## config.mk

```make
export PLATFORM = sky130hd
export DESIGN_NAME = alu_pipe
export DESIGN_NICKNAME = d
export VERILOG_FILES = /design/src/rtl/alu_pipe.sv
export SDC_FILE = /design/constraint.sdc
export NUM_CORES = 1
export LEC_CHECK = 0
export BUFFER_PORTS_ARGS = -buffer_cell sky130_fd_sc_hd__buf_2
export CAP_MARGIN = 5
export CORE_MARGIN = 2
export CORE_UTILIZATION = 56
export DETAILED_ROUTE_END_ITERATION = 10
export PLACE_DENSITY = 0.81
export SLEW_MARGIN = 5
export SYNTH_ARGS = -nofsm -noshare
export SYNTH_HDL_FRONTEND = slang
export SYNTH_SLANG_ARGS = --single-unit
export TNS_END_PERCENT = 5
```

## constraint.sdc

```tcl
create_clock -name clk -period 2.4 [get_ports clk]
set_clock_uncertainty 0.15 [all_clocks]
set_input_delay 0.12 -clock clk [delete_from_list [all_inputs] [get_ports clk]]
set_output_delay 0.12 -clock clk [all_outputs]
set_load 0.05 [all_outputs]
```

## src/rtl/alu_pipe.sv

```systemverilog
// Pipelined signed ALU: stage 1 decodes and computes, later stages only delay.
// One global advance moves every stage at once, so order is always preserved.
module alu_pipe #(
  parameter int WIDTH   = 5,
  parameter int LATENCY = 1,
  parameter int SAT     = 0,
  parameter int CNT_W   = 8
) (
  input  logic               clk,
  input  logic               rst_n,
  input  logic               ALU_en,
  input  logic               in_valid,
  output logic               in_ready,
  input  logic [WIDTH-1:0]   A,
  input  logic [WIDTH-1:0]   B,
  input  logic               a_en,
  input  logic               b_en,
  input  logic [2:0]         a_op,
  input  logic [1:0]         b_op,
  output logic               out_valid,
  input  logic               out_ready,
  output logic [WIDTH:0]     C,
  output logic               ovf,
  output logic               err,
  output logic [CNT_W-1:0]   err_cnt
);

  typedef struct packed {
    logic [WIDTH:0] c;
    logic           ovf;
    logic           err;
  } res_t;

  logic [LATENCY:1]        vld_pipe;
  res_t [LATENCY:1]        pay_pipe;
  res_t                    res_d;
  logic                    advance;
  logic                    is_arith, is_inv;
  logic [WIDTH:0]          ax, bx, ares;
  logic [WIDTH-1:0]        lres;
  logic                    ovf_d;

  assign advance  = ALU_en & (~out_valid | out_ready);
  assign in_ready = advance;

  // Sign-extend so every arithmetic result fits exactly in WIDTH+1 bits.
  assign ax = {A[WIDTH-1], A};
  assign bx = {B[WIDTH-1], B};

  // Op decode: pick an arithmetic or logic result, or flag the op invalid.
  always_comb begin
    is_arith = 1'b0;
    is_inv   = 1'b0;
    ares     = '0;
    lres     = '0;
    case ({a_en, b_en})
      2'b10: case (a_op)
        3'd0:       begin is_arith = 1'b1; ares = ax + bx; end
        3'd1:       begin is_arith = 1'b1; ares = ax - bx; end
        3'd2:       lres = A ^ B;
        3'd3, 3'd4: lres = A & B;
        3'd5:       lres = A | B;
        3'd6:       lres = ~(A ^ B);
        default:    is_inv = 1'b1;
      endcase
      2'b01: case (b_op)
        2'd0:       lres = ~(A & B);
        2'd1, 2'd2: begin is_arith = 1'b1; ares = ax + bx; end
        default:    is_inv = 1'b1;
      endcase
      2'b11: case (b_op)
        2'd0:       lres = A ^ B;
        2'd1:       lres = ~(A ^ B);
        2'd2:       begin is_arith = 1'b1; ares = ax - (WIDTH+1)'(1); end
        default:    begin is_arith = 1'b1; ares = bx + (WIDTH+1)'(2); end
      endcase
      default: is_inv = 1'b1;
    endcase
  end

  // Out of range exactly when the top two result bits disagree.
  assign ovf_d = is_arith & (ares[WIDTH] ^ ares[WIDTH-1]);

  // Assemble the stage-1 payload, clamping overflowed arithmetic when enabled.
  always_comb begin
    res_d = '0;
    if (is_inv) begin
      res_d.err = 1'b1;
    end else if (is_arith) begin
      res_d.ovf = ovf_d;
      if ((SAT != 0) && ovf_d)
        res_d.c = ares[WIDTH] ? {2'b11, {(WIDTH-1){1'b0}}} : {2'b00, {(WIDTH-1){1'b1}}};
      else
        res_d.c = ares;
    end else begin
      res_d.c = {lres[WIDTH-1], lres};
    end
  end

  // Pipeline shift; bubbles carry a zero payload so idle outputs stay quiet.
  always_ff @(posedge clk or negedge rst_n) begin
    if (!rst_n) begin
      vld_pipe <= '0;
      pay_pipe <= '0;
    end else if (advance) begin
      vld_pipe[1] <= in_valid;
      pay_pipe[1] <= in_valid ? res_d : '0;
      for (int i = 2; i <= LATENCY; i++) begin
        vld_pipe[i] <= vld_pipe[i-1];
        pay_pipe[i] <= pay_pipe[i-1];
      end
    end
  end

  // Count invalid ops at accept time, saturating at all-ones.
  always_ff @(posedge clk or negedge rst_n) begin
    if (!rst_n)
      err_cnt <= '0;
    else if (advance && in_valid && is_inv && (err_cnt != {CNT_W{1'b1}}))
      err_cnt <= err_cnt + CNT_W'(1);
  end

  assign out_valid = vld_pipe[LATENCY];
  assign C         = pay_pipe[LATENCY].c;
  assign ovf       = pay_pipe[LATENCY].ovf;
  assign err       = pay_pipe[LATENCY].err;

endmodule
```

==> summary.txt <==
Outcome
  • Outcome: complete, no violations

Drt
  • DR vias: 2152
  • DR WL/cell: 15.0 um
  • DRT Pass-1 Iters: 4
  • Detailed router's first-iteration violation count: 160
  • WL final: 5450 um
  • Vias/cell: 5.91
  • DRC: 0
  • Remaining antenna violation count: 0

Place
  • Dpl hpwl: 4420 um
  • Cells after DPL: 359
  • PortBufs: 39
  • Placed Area: 0.00243 mm2
  • RD Place Congestion: 0.966

Logic synthesis
  • Post-synthesis register bit count: 17
  • Top area cells in the synthesized netlist: dfrtp_1, ha_1, xnor2_1
  • Asr flop ratio synth: 100%
  • Dominant cell type by area after synthesis: dfrtp_1
  • Mapped Nets: 311
  • Mapped Area: 0.00209 mm2
  • Unique masters post-synth: 55
  • Syn avg cell area: 7.88 um2
  • Number of enable flip-flop cells after synthesis: 0
  • Ys flop type: dfrtp_1
  • Gate count after technology mapping: 265
  • Top cells by count, synth: nand2_1, ha_1, inv_1
  • Yosys synthesis warning count: 0
  • Synth top area share: 20.4%
  • Most common cell in the netlist: nand2_1
  • Register area share after synthesis: 20.4%

Clocking
  • Total CTS buffers: 3
  • Total clock sinks: 17
  • H-tree Lvls: 1
  • Clk slew on worst S/H paths: 70 ps
  • Root Buffer: clkbuf_8
  • Clk buf depth: 2
  • Postcts setup bufs: 0
  • CTS tree: built
  • Post-cts gate resize count: 0
  • Worst-Skew Late Latency: 250 ps

Critical path
  • RR Endpoint: err_cnt[5]
  • CP Max Fanout: 3
  • Setup Crit Path Kind: input port to flip-flop
  • Critical Path AT: 2280 ps
  • Crit start category: input port
  • CP Launch Point: A[0]
  • CP endpoint: ovf
  • Worst r2r path cells: 7
  • CP Capture Type: flip-flop
  • Worst reg2reg startpoint: err_cnt[0]
  • Req. time, crit path: 2440 ps
  • Worst R2R Setup Slack: 420 ps

Timing
  • Fin. Hold Viols: 0
  • Time the worst path needs with I/O delays and setup: 2240 ps
  • Final worst-path cycle share: 93.5%
  • Final setup fails: 0
  • Fin Setup TNS: 0 ps
  • Slew of the pin with the lowest slew margin: 610 ps
  • RSZ-0062 raised after global routing: false
  • Slew Viols, Final: 0
  • Max_slew headroom: 59.1%
  • Hold_ws: 99.1 ps
  • Achievable clock frequency: 446 MHz

Power and ir drop
  • Peak supply drop: 294 uV
  • Cell Pwr Density: 485 mW/mm2
  • Total power: 1.21 mW
  • Leakage: 1.22 nW

Layout
  • Final non-filler cell total: 364
  • Final instance area: 0.00249 mm2
  • Layout cells sized above 1: 21.5%
  • Number of diodes: 0
  • Nets: 363
  • Area grow syn2layout: 19.4%

GRT
  • First-pass GRT wire length: 9360 um
  • Initial antenna violation count: 0
  • Largest net degree at the start of global routing: 24
  • Vias in the first global route: 2042
  • Grt total ovfl: 0
  • GRT Resource Usage Total: 27.7%

Floorplanning
  • Die Width: 65.0 um
  • Row cnt: 22
  • I/O pin count: 40
  • Core area: 0.00363 mm2
  • Die Ht: 65.0 um
  • Initial Utilization: 57.4%
  • Die area: 0.00423 mm2

Run
  • Maximum Capacitance Violations: 0

Hold path
  • Worst hold path class: input port to flip-flop
==> layout make-up <==
cell class / instances / area [um2]
fill: 326 / 1140
inverter: 20 / 75.1
clock inverter: 1 / 5.00
tap: 48 / 60.1
clock buffer: 3 / 41.3
timing repair buffer: 60 / 355
sequential: 17 / 425
multi-input combinational: 215 / 1530
==> logic make-up after synthesis <==
family | Yosys count | synth area share, %
and+or+nand+nor | 88 | 22.4
DFF | 17 | 20.4
adders and majority gates | 24 | 15.1
AOI/OAI and AO/OA | 82 | 26.6
buffers and inverters | 33 | 6.35
xor gates and xnor gates | 16 | 6.71
muxes | 5 | 2.46
==> layer usage <==
layer | part of all wire (%) | vias up | wire length [um] | GRT usage [%]
met5 | 0 | - | 0 | 0
met4 | 1.5 | 0 | 82 | 9.64
met3 | 7.2 | 11 | 395 | 3.47
met2 | 44 | 90 | 2410 | 43.8
met1 | 47 | 987 | 2560 | 38.9
li1 | - | 1064 | - | -
==> worst min-delay path by stage <==
stage	to	slack, ps	depth (start not counted)	startpoint
after floorplan	C[0]	-330	0	rst_n
after global placement	C[1]	-100	1	rst_n
after detailed placement	C[1]	-90	1	rst_n
after CTS	out_valid	100	3	in_valid
after global routing	out_valid	160	3	in_valid
final	out_valid	100	3	in_valid
==> cells in the final DEF, fill, tap and decap left out, types with 3 or more instances in the layout <==
cell	n
buf_2	39
nand2_1	23
ha_1	22
inv_1	20
buf_4	20
dfrtp_1	17
o21ai_0	15
nor2_1	14
nand3_1	10
a21oi_1	10
xnor2_1	10
a22oi_1	8
o22ai_1	7
nor2b_1	7
o21ai_1	6
xor2_1	6
nand2b_1	5
nor3_1	5
and3_1	5
mux2i_1	4
o2bb2ai_1	3
o211ai_1	3
a31oi_1	3
o221ai_1	3
a211oi_1	3
a21o_1	3
o31ai_1	3
clkbuf_8	3
==> state kept, by name (all words and copies together), names as in the netlist <==
signal     count
C              6
err_cnt        8
err            1
out_valid      1
ovf            1
==> critical path: stages <==
cell     delay [ps]
buf_2           110
inv_1            70
ha_1            170
inv_1            60
fa_1            380
nor2b_1         140
o31ai_1         280
nor3_1          120
or2_0           260
or4_1           480
nand3_1          90
==> through the flow <==
step                utilization, %  setup slack (ps)
floorplan                        -              84.6
finish                        68.6               156
global placement              67.0             -14.7
detailed placement            67.0             -46.1
CTS                           68.6               211
global route                  68.6              54.7
==> power by group <==
| part | internal [mW] | switching (mW) |
|---|---|---|
| clock network | 0.115 | 0.0910 |
| logic | 0.206 | 0.417 |
| registers | 0.334 | 0.0462 |
==> what timing repair did <==
| action | CTS | global route |
|---|---|---|
| endpoints found under the setup margin | 0 | 0 |
| hold endpoints to repair | 17 | 0 |
| hold buffers | 1 | 0 |
Power figures use the tool's default switching activity.
